`src/rtl/muldiv_pkg.sv`:
```
// Shared types and default widths for the iterative RV32M multiply/divide unit.
package muldiv_pkg;

  localparam int DEFAULT_DATA_WIDTH    = 32;
  localparam int DEFAULT_ADDRESS_WIDTH = 5;

  typedef enum logic [2:0] {
    OP_MUL    = 3'b000,
    OP_MULH   = 3'b001,
    OP_MULHSU = 3'b010,
    OP_MULHU  = 3'b011,
    OP_DIV    = 3'b100,
    OP_DIVU   = 3'b101,
    OP_REM    = 3'b110,
    OP_REMU   = 3'b111
  } op_e;

  typedef enum logic [1:0] {
    ST_IDLE = 2'd0,
    ST_CALC = 2'd1,
    ST_DONE = 2'd2
  } state_e;

endpackage

```
`src/rtl/muldiv_signfix.sv`:
```
// Combinational conditional two's-complement negate: absolute value of operands
// on the way in, sign restoration of the product/quotient/remainder on the way out.
module muldiv_signfix #(
  parameter int WIDTH = 32
) (
  input  logic [WIDTH-1:0] value,
  input  logic             neg,
  output logic [WIDTH-1:0] result
);

  assign result = neg ? (~value + WIDTH'(1)) : value;

endmodule

```
`src/rtl/muldiv_unit.sv`:
```
// Iterative RV32M multiply/divide unit with a fixed-latency shift-add / restoring divide core.
// Divide ops are built only with MULDIV_DIV_EN; otherwise op[2]=1 completes at once with result 0, we=0.
//
// state | meaning
// IDLE  | waiting for start; operands captured on acceptance
// CALC  | DATA_WIDTH iteration steps, then one cycle to register the result
// DONE  | one-cycle completion pulse, result and rd_out valid
module muldiv_unit
  import muldiv_pkg::*;
#(
  parameter int DATA_WIDTH    = DEFAULT_DATA_WIDTH,
  parameter int ADDRESS_WIDTH = DEFAULT_ADDRESS_WIDTH
) (
  input  logic                     clk,
  input  logic                     rst_n,
  input  logic                     start,
  input  logic [2:0]               op,
  input  logic [DATA_WIDTH-1:0]    rs1_data,
  input  logic [DATA_WIDTH-1:0]    rs2_data,
  input  logic [ADDRESS_WIDTH-1:0] rd_in,
  output logic                     busy,
  output logic                     done,
  output logic [DATA_WIDTH-1:0]    result,
  output logic [ADDRESS_WIDTH-1:0] rd_out,
  output logic                     we
);

  localparam int CNT_W = $clog2(DATA_WIDTH + 1);

  state_e                   state, state_nxt;
  op_e                      op_in, op_q;
  logic [CNT_W-1:0]         cnt;
  logic [DATA_WIDTH-1:0]    hi, lo, opnd, hi_nxt, lo_nxt;
  logic                     neg_q, neg_in, sign_a, sign_b;
  logic [ADDRESS_WIDTH-1:0] rd_q;
  logic [DATA_WIDTH-1:0]    abs_a, abs_b, res_val;
  logic [2*DATA_WIDTH-1:0]  prod_fix;
  logic [DATA_WIDTH:0]      mul_sum;
  logic                     accept, calc_last;

  assign op_in     = op_e'(op);
  assign accept    = (state == ST_IDLE) && start;
  assign calc_last = (state == ST_CALC) && (cnt == CNT_W'(DATA_WIDTH));
  assign sign_a    = rs1_data[DATA_WIDTH-1] &
                     (op_in == OP_MULH || op_in == OP_MULHSU || op_in == OP_DIV || op_in == OP_REM);
  assign sign_b    = rs2_data[DATA_WIDTH-1] &
                     (op_in == OP_MULH || op_in == OP_DIV || op_in == OP_REM);

  muldiv_signfix #(.WIDTH(DATA_WIDTH))   u_abs_a (.value(rs1_data), .neg(sign_a), .result(abs_a));
  muldiv_signfix #(.WIDTH(DATA_WIDTH))   u_abs_b (.value(rs2_data), .neg(sign_b), .result(abs_b));
  muldiv_signfix #(.WIDTH(2*DATA_WIDTH)) u_prod  (.value({hi, lo}), .neg(neg_q),  .result(prod_fix));

  // {hi,lo} is the product shift register; lo starts as the multiplier
  assign mul_sum = {1'b0, hi} + {1'b0, (lo[0] ? opnd : {DATA_WIDTH{1'b0}})};

`ifdef MULDIV_DIV_EN
  logic [DATA_WIDTH:0]   shifted;
  logic                  ge;
  logic [DATA_WIDTH-1:0] sub, div_fix;

  // hi is the partial remainder, lo shifts the dividend out and the quotient in
  assign shifted = {hi, lo[DATA_WIDTH-1]};
  assign ge      = shifted >= {1'b0, opnd};
  assign sub     = shifted[DATA_WIDTH-1:0] - opnd;

  muldiv_signfix #(.WIDTH(DATA_WIDTH)) u_div (.value(op_q[1] ? hi : lo), .neg(neg_q), .result(div_fix));
`endif

  always_comb begin
    hi_nxt = mul_sum[DATA_WIDTH:1];
    lo_nxt = {mul_sum[0], lo[DATA_WIDTH-1:1]};
    res_val = (op_q == OP_MUL) ? prod_fix[DATA_WIDTH-1:0] : prod_fix[2*DATA_WIDTH-1:DATA_WIDTH];
    neg_in = sign_a ^ sign_b;
`ifdef MULDIV_DIV_EN
    if (op_q[2]) begin
      hi_nxt  = ge ? sub : shifted[DATA_WIDTH-1:0];
      lo_nxt  = {lo[DATA_WIDTH-2:0], ge};
      res_val = div_fix;
    end
    // zero divisor keeps the all-ones quotient unsigned; remainder follows the dividend
    if (op[2]) neg_in = op[1] ? sign_a : ((sign_a ^ sign_b) && (rs2_data != '0));
`endif
  end

  always_ff @(posedge clk or negedge rst_n) begin
    if (!rst_n) state <= ST_IDLE;
    else        state <= state_nxt;
  end

  always_comb begin
    state_nxt = state;
    case (state)
      ST_IDLE: begin
        if (start) begin
`ifdef MULDIV_DIV_EN
          state_nxt = ST_CALC;
`else
          state_nxt = op[2] ? ST_DONE : ST_CALC;
`endif
        end
      end
      ST_CALC: if (cnt == CNT_W'(DATA_WIDTH)) state_nxt = ST_DONE;
      ST_DONE: state_nxt = ST_IDLE;
      default: state_nxt = ST_IDLE;
    endcase
  end

  always_comb begin
    busy = (state != ST_IDLE);
    done = (state == ST_DONE);
`ifdef MULDIV_DIV_EN
    we   = done && (rd_out != '0);
`else
    we   = done && (rd_out != '0) && !op_q[2];
`endif
  end

  always_ff @(posedge clk or negedge rst_n) begin
    if (!rst_n) begin
      op_q   <= OP_MUL;
      rd_q   <= '0;
      cnt    <= '0;
      hi     <= '0;
      lo     <= '0;
      opnd   <= '0;
      neg_q  <= 1'b0;
      result <= '0;
      rd_out <= '0;
    end else if (accept) begin
      op_q  <= op_in;
      rd_q  <= rd_in;
      cnt   <= '0;
      hi    <= '0;
      neg_q <= neg_in;
`ifdef MULDIV_DIV_EN
      lo    <= op[2] ? abs_a : abs_b;
      opnd  <= op[2] ? abs_b : abs_a;
`else
      lo    <= abs_b;
      opnd  <= abs_a;
      if (op[2]) begin
        result <= '0;
        rd_out <= rd_in;
      end
`endif
    end else if (state == ST_CALC) begin
      if (calc_last) begin
        result <= res_val;
        rd_out <= rd_q;
      end else begin
        hi  <= hi_nxt;
        lo  <= lo_nxt;
        cnt <= cnt + CNT_W'(1);
      end
    end
  end

endmodule

```
`config.mk`:
```
export PLATFORM = sky130hd
export DESIGN_NAME = muldiv_unit
export DESIGN_NICKNAME = d
export VERILOG_FILES = /design/src/rtl/muldiv_pkg.sv /design/src/rtl/muldiv_signfix.sv /design/src/rtl/muldiv_unit.sv
export SDC_FILE = /design/constraint.sdc
export NUM_CORES = 1
export LEC_CHECK = 0
export CAP_MARGIN = 20
export CORE_MARGIN = 10
export CORE_UTILIZATION = 45
export CTS_CLUSTER_SIZE = 14
export DETAILED_ROUTE_END_ITERATION = 8
export MAX_ROUTING_LAYER = met4
export PLACE_DENSITY = 0.66
export SETUP_SLACK_MARGIN = 0.3
export SLEW_MARGIN = 10
export SYNTH_ARGS = -nofsm -noshare
export SYNTH_HDL_FRONTEND = slang
export SYNTH_HIERARCHICAL = 1
export SYNTH_SLANG_ARGS = --single-unit
```
`constraint.sdc`:
```
create_clock -name clk -period 7.1 [get_ports clk]
set_clock_uncertainty 0.1 [all_clocks]
set_input_delay 1.42 -clock clk [delete_from_list [all_inputs] [get_ports clk]]
set_output_delay 1.42 -clock clk [all_outputs]
set_load 0.005 [all_outputs]
```
; ---- After elaboration in Yosys (flattened, before gate mapping)
; Cells that the tools add are included.
[word_totals]
memories = 0
romBits = 0
ramBits = 0
latch_bits = 0
register_bits = 150
out_inout_bits = 40
[classes]
add_sub_neg = 5
reduce_logical = 19
n_bitwise = 6
multipliers = 0
order_cmp = 0
muxes = 26
n_shift = 0
div_mod_pow = 0
eq_ne = 11
[op_table]
columns = operator, n
row1 = 32-bit two-way mux, 14
row2 = 32-bit by 1-bit adder with 32-bit output (second input constant), 2
row3 = 64-bit by 1-bit adder with 64-bit output (second input constant), 1
row4 = 64-bit two-way mux, 1
row5 = 32-bit NOT, 2
row6 = 64-bit NOT, 1
row7 = 32-bit by 32-bit adder with 33-bit output, 1
row8 = 5-bit two-way mux, 4
row9 = 6-bit two-way mux, 3
row10 = 6-bit by 1-bit adder with 6-bit output (second input constant), 1
row11 = 3-bit equality test (second input constant), 2
row12 = 6-bit equality test (second input constant), 1
row13 = 2-bit two-way mux, 3
row14 = 2-bit inequality test (second input constant), 3
row15 = 2-bit nonzero test, 3
row16 = 1-bit logical OR, 5
row17 = 5-bit nonzero test, 1
row18 = 1-bit logical AND, 4
row19 = 2-bit one-hot mux with 2 select lines, 1
row20 = 2-bit AND reduction, 2
row21 = 3-bit by 1-bit equality test with 1-bit output (second input constant), 1
row22 = 3-bit by 2-bit equality test with 1-bit output (second input constant), 1
row23 = 3-bit zero test, 1
row24 = 3-bit AND reduction, 1
row25 = other kinds (7), 8

; ---- Depth between registers and ports, before layout
; Gate-level depths: netlist of run 1.
[depth]
depth_word = 7
ltp_mapped = 13
mapped_depth_nobuf = 12

; ---- Hierarchy
; The synthesis of run 1 kept the hierarchy.
[by_module_without_submodules]
columns = module, area_per_inst_um2, seq_area_each_um2, cells_per_inst, instances
row1 = muldiv_unit, 8046.5, 3753.6, 866, 1
row2 = muldiv_signfix (u_prod), 1649.1, 0.0, 206, 1
row3 = muldiv_signfix (u_abs_a ...), 777.0, 0.0, 99, 2

; ---- Worst setup path after synthesis of run 1
; OpenSTA, ideal clock, no wires.
[synth_path]
kind = flip-flop to flip-flop
start = register lo[0]
end = register hi[23]
setup_slack_ns = 3.805
path_stages_with_launch = 14
arrival_time_ns = 3.073
synth_period_minus_slack_ns = 3.295
setup_ns = 0.122
path_cell_list = dfrtp_1 -> clkbuf_1 -> and2_1 -> ha_1 -> inv_1 -> fa_1 -> nor2b_4 -> o31a_1 -> or3_1 -> a211o_2 -> a21o_1 -> o21a_1 -> or3_1 -> a32o_1
[synth_via]
elab_chain_cells = 5
[synth_lines]
columns = element, line_no
row1 = from (decl), muldiv_unit.sv:33  ; logic [DATA_WIDTH-1:0] hi, lo, opnd, hi_nxt, lo_nxt;
row2 = from (signal assigned), muldiv_unit.sv:139  ; lo <= abs_b;
row3 = from (signal assigned), muldiv_unit.sv:152  ; lo <= lo_nxt;
row4 = 32-bit two-way mux, muldiv_unit.sv:54  ; assign mul_sum = {1'b0, hi} + {1'b0, (lo[0] ? opnd : {DATA_WIDTH{1'b0}})};
row5 = 32-bit by 32-bit adder with 33-bit output, muldiv_unit.sv:54
row6 = 32-bit two-way mux, muldiv_unit.sv:147  ; if (calc_last) begin
row7 = 32-bit two-way mux, muldiv_unit.sv:146  ; end else if (state == ST_CALC) begin
row8 = 32-bit two-way mux, muldiv_unit.sv:129  ; end else if (accept) begin
row9 = to (signal assigned), muldiv_unit.sv:151  ; hi <= hi_nxt;
row10 = to (decl), muldiv_unit.sv:33
; Every way passes these cells. The select of a mux whose other input is x is not followed.
; A chain may end at the register's enable or synchronous reset.

; ---- Worst setup path in the final report of run 1
[layout_path]
start = register lo[0]
end = register hi[29]
; Same word-level chain as after synthesis.

==> metrics.md, run 1 <==
| Metric | Value |
|---|---|
| Proportion of synthesized chip area in sequential cells | 33.4% |
| Maximum number of pins on one net before global-route repair | 97 |
| Routed via count | 9636 |
| Post-Synthesis Cell Area | 11200 sq um |
| Post-synthesis sequential element count | 150 |
| Total Power | 5280 uW |
| CTS Buf Count | 17 |
| Signal arrival time at the worst endpoint | 3940 ps |
| Number of slew-limit violations in the final report | 0 |
| Commonest non-fill, non-tap cell in the layout | sky130_fd_sc_hd__nand2_1 |
| Type of destination of the critical path | flip-flop |
| Critical path class | reg2reg |
| Hold bufs inserted after CTS | 0 |
| Most frequent cell on the critical path | sky130_fd_sc_hd__o31a_1 |
| CP max stage delay | about 480 ps |
| Top Usage Layer GRT | met2 |
| Final setup TNS | 0 ps |
| Crit-path cells | buf_4 > and2_1 > ha_1 > inv_1 > fa_1 > nor2b_4 > o31a_1 > o311ai_0 > a21oi_1 > o21ai_1 > o31a_1 > or4_1 > nand3_1 |
| Initial Util | 46.0% |
| Kind of cell adding the most delay to the critical path | compound AO/OA/AOI/OAI gates |
| Number of DRC violations after detailed-routing iteration 0 | 952 |
| First-pass GRT wire length | just under 50000 um |
| Count of different cell masters after synthesis | 78 |
| Die outline width | 178 um |
| Aggregate global-route resource usage | 19.0% |
| Part of the cycle the worst path needs | 51.9% |
| VDD IR-drop max | 0.000161 V |
| Top library cells by usage in the layout, fill and taps aside | 226 x sky130_fd_sc_hd__nand2_1, 149 x sky130_fd_sc_hd__dfrtp_1, 136 x sky130_fd_sc_hd__xnor2_1, 113 x sky130_fd_sc_hd__clkdlybuf4s50_1, 83 x sky130_fd_sc_hd__o21ai_0 |
| Path type of the worst min-delay path | reg2reg |
| Max-Slew Margin vs Limit | 41.1% |
| Gpl congestion | 0.900 |
| GRT met3 Usage | between 2 and 2.5% |
| Launching element type of the critical path | flip-flop |
| Total number of placement rows | 57 |
| Number of inserted diodes | 0 |
| Top flip-flop cell by instance count after synthesis | sky130_fd_sc_hd__dfrtp_1 |
| Post-Layout Inst Area | between 10000 and 15000 sq um |
| Cell with the largest stage delay on the worst path | sky130_fd_sc_hd__or4_1 |
| Remaining global-route overflow | 0 |
| Number of synthesized flops with an enable pin | 0 |
| Number of detailed-route iterations in the first pass | 7 |
| Yosys warning total | 6 |
| Maximum net fanout on the critical path | 38 |
| ANT nets after route | 0 |
| Number of buffers and inverters on the critical path | 2 |
| Leakage Power | around 0.0056 uW |
| Routed wire length | 29600 um |
| Post-synthesis instance total | around 1300 |
| Core outline area | 24500 sq um |
| Source-to-sink clock delay at the later pin of the worst-skew pair | 430 ps |
| PostCTS Resize Cnt | 0 |
| Post-route core utilization | a little over half |
| GR Util met1 | approximately a quarter |
| Time the worst path needs with I/O delays and setup | 3680 ps |
| Largest buffer count on any clock path | 2 |
| Endpoint required time on the critical path | 7360 ps |
| Synth-to-layout area growth | 18.0% |
| Status | finished, final reports clean |
| Global routing usage on met2 | 28.8% |
| Sinks on Clock Net | 150 |
| Max-capacitance violation count | 0 |
| Placed cells | 1647 |
| Height of the die | 178 um |
| Setup repair after global routing missed its margin | false |
| Async set-or-reset flop fraction in the synthesized netlist | between 90% and 100% |
| Count of non-filler cells in the finished layout | approximately 1700 |
| Post-synthesis average cell area | 8.86 sq um |
| DR DRC count | 0 |
| Final-stage net count | 1457 |
| Total of endpoints with negative setup slack in the final report | 0 |
| Number of input and output port buffers inserted | 114 |
| Max H-tree Level | 4 |
| Area of the die | 31700 sq um |
| Count of buffers added by post-CTS timing repair for setup | 0 |
| Maximum frequency from static timing analysis | about 270 MHz |
| Net count of the mapped netlist | 1383 |
| Boundary pin count | 115 |
| Post-detail-place hpwl | 21900 um |
| Number of antenna violations at the first check in global routing | 0 |
| Average vias per placed instance | 5.73 |
| Share of cells above drive strength 1 | 8.92% |
| Final Hold Fails | 0 |
| Pwr Density | 398 nW/um^2 |
| Vias in the first global route | 9280 |
| Actual slew at the worst max-slew pin | about 880 ps |
| Cell area after placement | 12600 sq um |
| Routed WL per cell | 17.6 um |
| Clock root buffer | sky130_fd_sc_hd__clkbuf_16 |
| CTS tree | done |
| Clock input transition at the sequential cells of the worst setup and hold paths | roughly 70 ps |
-- worst reg2reg max path: stages (launching register included) --
cell	delay [ps]
sky130_fd_sc_hd__dfrtp_1	320
sky130_fd_sc_hd__buf_4	300
sky130_fd_sc_hd__and2_1	220
sky130_fd_sc_hd__ha_1	210
sky130_fd_sc_hd__inv_1	70
sky130_fd_sc_hd__fa_1	430
sky130_fd_sc_hd__nor2b_4	140
sky130_fd_sc_hd__o31a_1	180
sky130_fd_sc_hd__o311ai_0	200
sky130_fd_sc_hd__a21oi_1	290
sky130_fd_sc_hd__o21ai_1	200
sky130_fd_sc_hd__o31a_1	350
sky130_fd_sc_hd__or4_1	490
sky130_fd_sc_hd__nand3_1	100
-- routing by layer --
layer | wire (um) | vias up
met3 | 1510 | 28
met1 | 14500 | 4582
met5 | 0 | -
li1 | - | 4758
met4 | 341 | 0
met2 | 13200 | 268
-- area by class of cell --
cell class                      count  area [sq um]
Sequential cell                   150          3750
Tap cell                          324           405
Timing Repair Buffer              127          1260
Clock inverter                     13           168
Multi-Input combinational cell    993          7020
Fill cell                        2276         11200
Clock buffer                       19           453
Inverter                           55           206
-- cells by family after synthesis --
logic type / synth area share (%)
XOR/XNOR: 11.9
AND/OR/NAND/NOR: 22.0
flip-flops: 33.4
AO/OA/AOI/OAI: 20.6
buffers and inverters: 4.40
adder cells (fa/ha/maj): 4.29
multiplexers: 3.44
-- power breakdown --
group	internal, uW	switching [uW]
sequential	1220	410
clock	575	381
combinational	1230	1460
-- synth_stat cells (all sizes together), types with 9 or more instances --
master / number / area (sq um)
a21o: 15 / 114
or3: 18 / 124
buf: 9 / 52.6
nor3: 14 / 86.3
clkbuf: 63 / 236
a222oi: 32 / 320
nor2b: 9 / 63.8
o41ai: 31 / 380
o21ai: 85 / 425
mux2i: 33 / 330
nand2b: 10 / 62.6
xnor2: 136 / 1190
dfrtp: 150 / 3750
xor2: 17 / 149
or2: 9 / 56.3
nand3: 26 / 158
nor2: 29 / 111
and2: 35 / 219
inv: 55 / 206
nand2: 227 / 852
nor4: 16 / 241
or4: 18 / 159
nand4: 20 / 146
ha: 37 / 463
o31ai: 77 / 608
a21oi: 35 / 175
-- sequential cells by signal (all words and copies together), names as in the netlist --
register	count
hi	32
lo	32
rd_out	5
cnt	6
op_q	3
neg_q	1
state	2
rd_q	5
opnd	32
result	32
-- worst paths after layout --
check                          from        to  slack [ps]  cells after the start
min in group asynchronous     rst_n     lo[2]         950                      1
max in group asynchronous     rst_n    hi[28]        4720                      2
max reg2reg                   lo[0]    hi[29]        3420                     13
min                        opnd[29]  opnd[29]         370                      2
min reg2reg                opnd[29]  opnd[29]         370                      2
max                           lo[0]    hi[29]        3420                     13
-- through the flow --
stage               hold slack [ps]  worst slack, ps
finish                          367             3420
global route                    392             3150
CTS                             371             3430
detailed placement              354             3210
global placement                349             3280
floorplan                       337             3810
Note: power is estimated with default switching activity, not from simulation.
==> run 2, diff against run 1 <==
PLACE_DENSITY = 0.68   (was 0.66)
clock period = 3.1 ns   (was 7.1 ns; I/O delays follow)
==> run 2 against run 1 <==
Maximum frequency grew 18%. Global-route usage grew 1.7 points. Highest routed layer unchanged. Critical path type unchanged. Cell area grew 13%. Largest power group unchanged. Critical endpoint is now hi[23]. The flow now finishes with violations (negative setup slack). First-iteration DRC count shrank 19%.
==> metrics.md, run 2 (synthesis results as in run 1) <==
| Metric | Value |
|---|---|
| Clock root buffer | sky130_fd_sc_hd__clkbuf_16 |
| Boundary pin count | 115 (unchanged) |
| Signal arrival time at the worst endpoint | 3340 ps (-600 ps) |
| VDD IR-drop max | 0.000398 V (+150%) |
| CTS Buf Count | 17 (unchanged) |
| Share of cells above drive strength 1 | 22.4% (+14 points) |
| Aggregate global-route resource usage | 20.7% (+1.7 points) |
| Failing checks | negative setup slack |
| Routed length on met2 | 15600 um (+18%) |
| Critical path class | reg2reg |
| Leakage Power | 0.00628 uW (+13%) |
| Maximum frequency from static timing analysis | 320 MHz (+18%) |
| Time the worst path needs with I/O delays and setup | 3130 ps (-552 ps) |
| CTS tree | done |
| Vias in the first global route | 10100 (+9.2%) |
| Average vias per placed instance | 5.72 (-0.22%) |
| Remaining global-route overflow | 0 (unchanged) |
| Core outline area | 24500 sq um (unchanged) |
| Path type of the worst min-delay path | in2async |
| Reg-to-Reg Start | lo[0] |
| Detailed-routing wirelength on met1 | 15200 um (+4.7%) |
| Final-stage net count | 1576 (+8.2%) |
| Area of the die | 31700 sq um (unchanged) |
| Height of the die | 178 um (unchanged) |
| Setup repair after global routing missed its margin | true |
| Routed via count | 10300 (+6.8%) |
| Launching element type of the critical path | flip-flop |
| ANT nets after route | 0 (unchanged) |
| Initial Util | 46.0% (unchanged) |
| Critical R2R Capture | hi[23] |
| Part of the cycle the worst path needs | 101% (+49 points) |
| Top library cells by usage in the layout, fill and taps aside | 225 x sky130_fd_sc_hd__nand2_1, 142 x sky130_fd_sc_hd__dfrtp_1, 134 x sky130_fd_sc_hd__xnor2_1, 113 x sky130_fd_sc_hd__clkdlybuf4s50_1, 103 x sky130_fd_sc_hd__buf_4 |
| Number of inserted diodes | 0 (unchanged) |
| Register-to-register setup slack | -30 ps (-3450 ps) |
| Type of destination of the critical path | flip-flop |
| DR DRC count | 0 (unchanged) |
| Routed wire length | 33100 um (+12%) |
| Commonest non-fill, non-tap cell in the layout | sky130_fd_sc_hd__nand2_1 |
| Number of slew-limit violations in the final report | 0 (unchanged) |
| Endpoint required time on the critical path | 3310 ps (-4050 ps) |
| First-pass GRT wire length | 52400 um (+9.2%) |
| Number of antenna violations at the first check in global routing | 0 (unchanged) |
| Actual slew at the worst max-slew pin | 619 ps (-264 ps) |
| Max-Slew Margin vs Limit | 58.7% (+18 points) |
| Depth of the worst register-to-register path | 12 (-1) |
| Number of filler cells placed in the layout | 2096 (-7.9%) |
| Worst Setup Slack post-DPL | -130 ps (-3340 ps) |
| Sequential cell area | 3760 sq um (+0.23%) |
| Post-route core utilization | 61.3% (+7.1 points) |
| Number of DRC violations after detailed-routing iteration 0 | 773 (-19%) |
| Max-capacitance violation count | 0 (unchanged) |
| Maximum number of pins on one net before global-route repair | 73 (-25%) |
| Gpl congestion | 0.890 (-1.2%) |
| Largest buffer count on any clock path | 2 (unchanged) |
| Hold bufs inserted after CTS | 0 (unchanged) |
| Die outline width | 178 um (unchanged) |
| Clock input transition at the sequential cells of the worst setup and hold paths | 70 ps (about the same) |
| Number of input and output port buffers inserted | 114 (unchanged) |
| Sinks on Clock Net | 150 (unchanged) |
| Minimum setup slack in the final design | -29.8 ps (-3450 ps) |
| Status | finished with violations |
| Pwr Density | 900 nW/um^2 (+130%) |
| Synth-to-layout area growth | 33.3% |
| Area occupied by multi-input gates | 7750 sq um (+10%) |
| Met3 wirelength from detailed routing | 1670 um (+11%) |
| Routed WL per cell | 18.4 um (+4.6%) |
| Final Hold Fails | 0 (unchanged) |
| Post-detail-place hpwl | 23600 um (+7.9%) |
| Total of endpoints with negative setup slack in the final report | 1 (+1) |
| Total number of placement rows | 57 (unchanged) |
| Number of detailed-route iterations in the first pass | 7 (unchanged) |
| Highest signal layer in the routed design | met4 |
| Source-to-sink clock delay at the later pin of the worst-skew pair | 430 ps (about the same) |
| Max H-tree Level | 4 (unchanged) |
| Maximum net fanout on the critical path | 7 (-82%) |
run 2: metrics by stage:
stage	hold WS [ps]	std cells	area, sq um	TNS (ps)	power [uW]
floorplan	224	1270	11300	-82.6	7920
global placement	350	1724	13300	-42.0	10300
detailed placement	356	1724	13300	-165	10500
CTS	102	1770	14300	-21.1	12800
global route	131	1800	15000	-261	14400
finish	90.0	1800	15000	-29.8	13500
run 2: worst max-delay path, cell delays in order, from the launching register on:
cell,delay (ps)
sky130_fd_sc_hd__dfrtp_2,450
sky130_fd_sc_hd__and2_4,160
sky130_fd_sc_hd__ha_4,150
sky130_fd_sc_hd__inv_2,50
sky130_fd_sc_hd__fa_2,220
sky130_fd_sc_hd__nor2b_4,50
sky130_fd_sc_hd__o31a_1,260
sky130_fd_sc_hd__or3_4,340
sky130_fd_sc_hd__a211o_4,340
sky130_fd_sc_hd__a21o_1,180
sky130_fd_sc_hd__o21a_1,180
sky130_fd_sc_hd__or3_1,300
sky130_fd_sc_hd__a32o_1,250
run 2: worst max-delay path by stage:
stage | start | slack [ps] | to | cells past startpoint
after floorplan | lo[0] | -80 | hi[23] | 13
after global placement | rs2_data[4] | -40 | lo[31] | 7
after detailed placement | rs2_data[4] | -130 | lo[31] | 7
after CTS | lo[0] | -20 | hi[23] | 12
after global routing | lo[0] | -110 | hi[23] | 12
final | lo[0] | -30 | hi[23] | 12
run 2: area by class of cell:
type / count / share of cell area [%]
multi-input combinational: 993 / 51.7
sequential: 150 / 25.1
timing repair buffer: 246 / 15.4
clock buffer: 21 / 3.07
tap: 324 / 2.70
inverter: 55 / 1.38
clock inverter: 11 / 0.667
run 2: where the power goes:
part | total, uW | leakage, uW | internal [uW] | switching, uW
clock | 2000 | 0.000274 | 1150 | 854
combinational | 7830 | 0.00410 | 3720 | 4110
sequential | 3670 | 0.00191 | 2810 | 864
run 2: layer usage:
metal / up-vias / global-route usage [%]
met5: - / -
met1: 4964 / 27.0
li1: 4980 / -
met4: 0 / 6.22
met2: 305 / 32.6
met3: 46 / 3.32
run 2: what timing repair did:
| item | in CTS | in global routing |
|---|---|---|
| setup buffers | 14 | 30 |
| endpoints found under the setup margin | 32 | 52 |
| gates resized for setup | 68 | 105 |
| pin swaps | 23 | 78 |
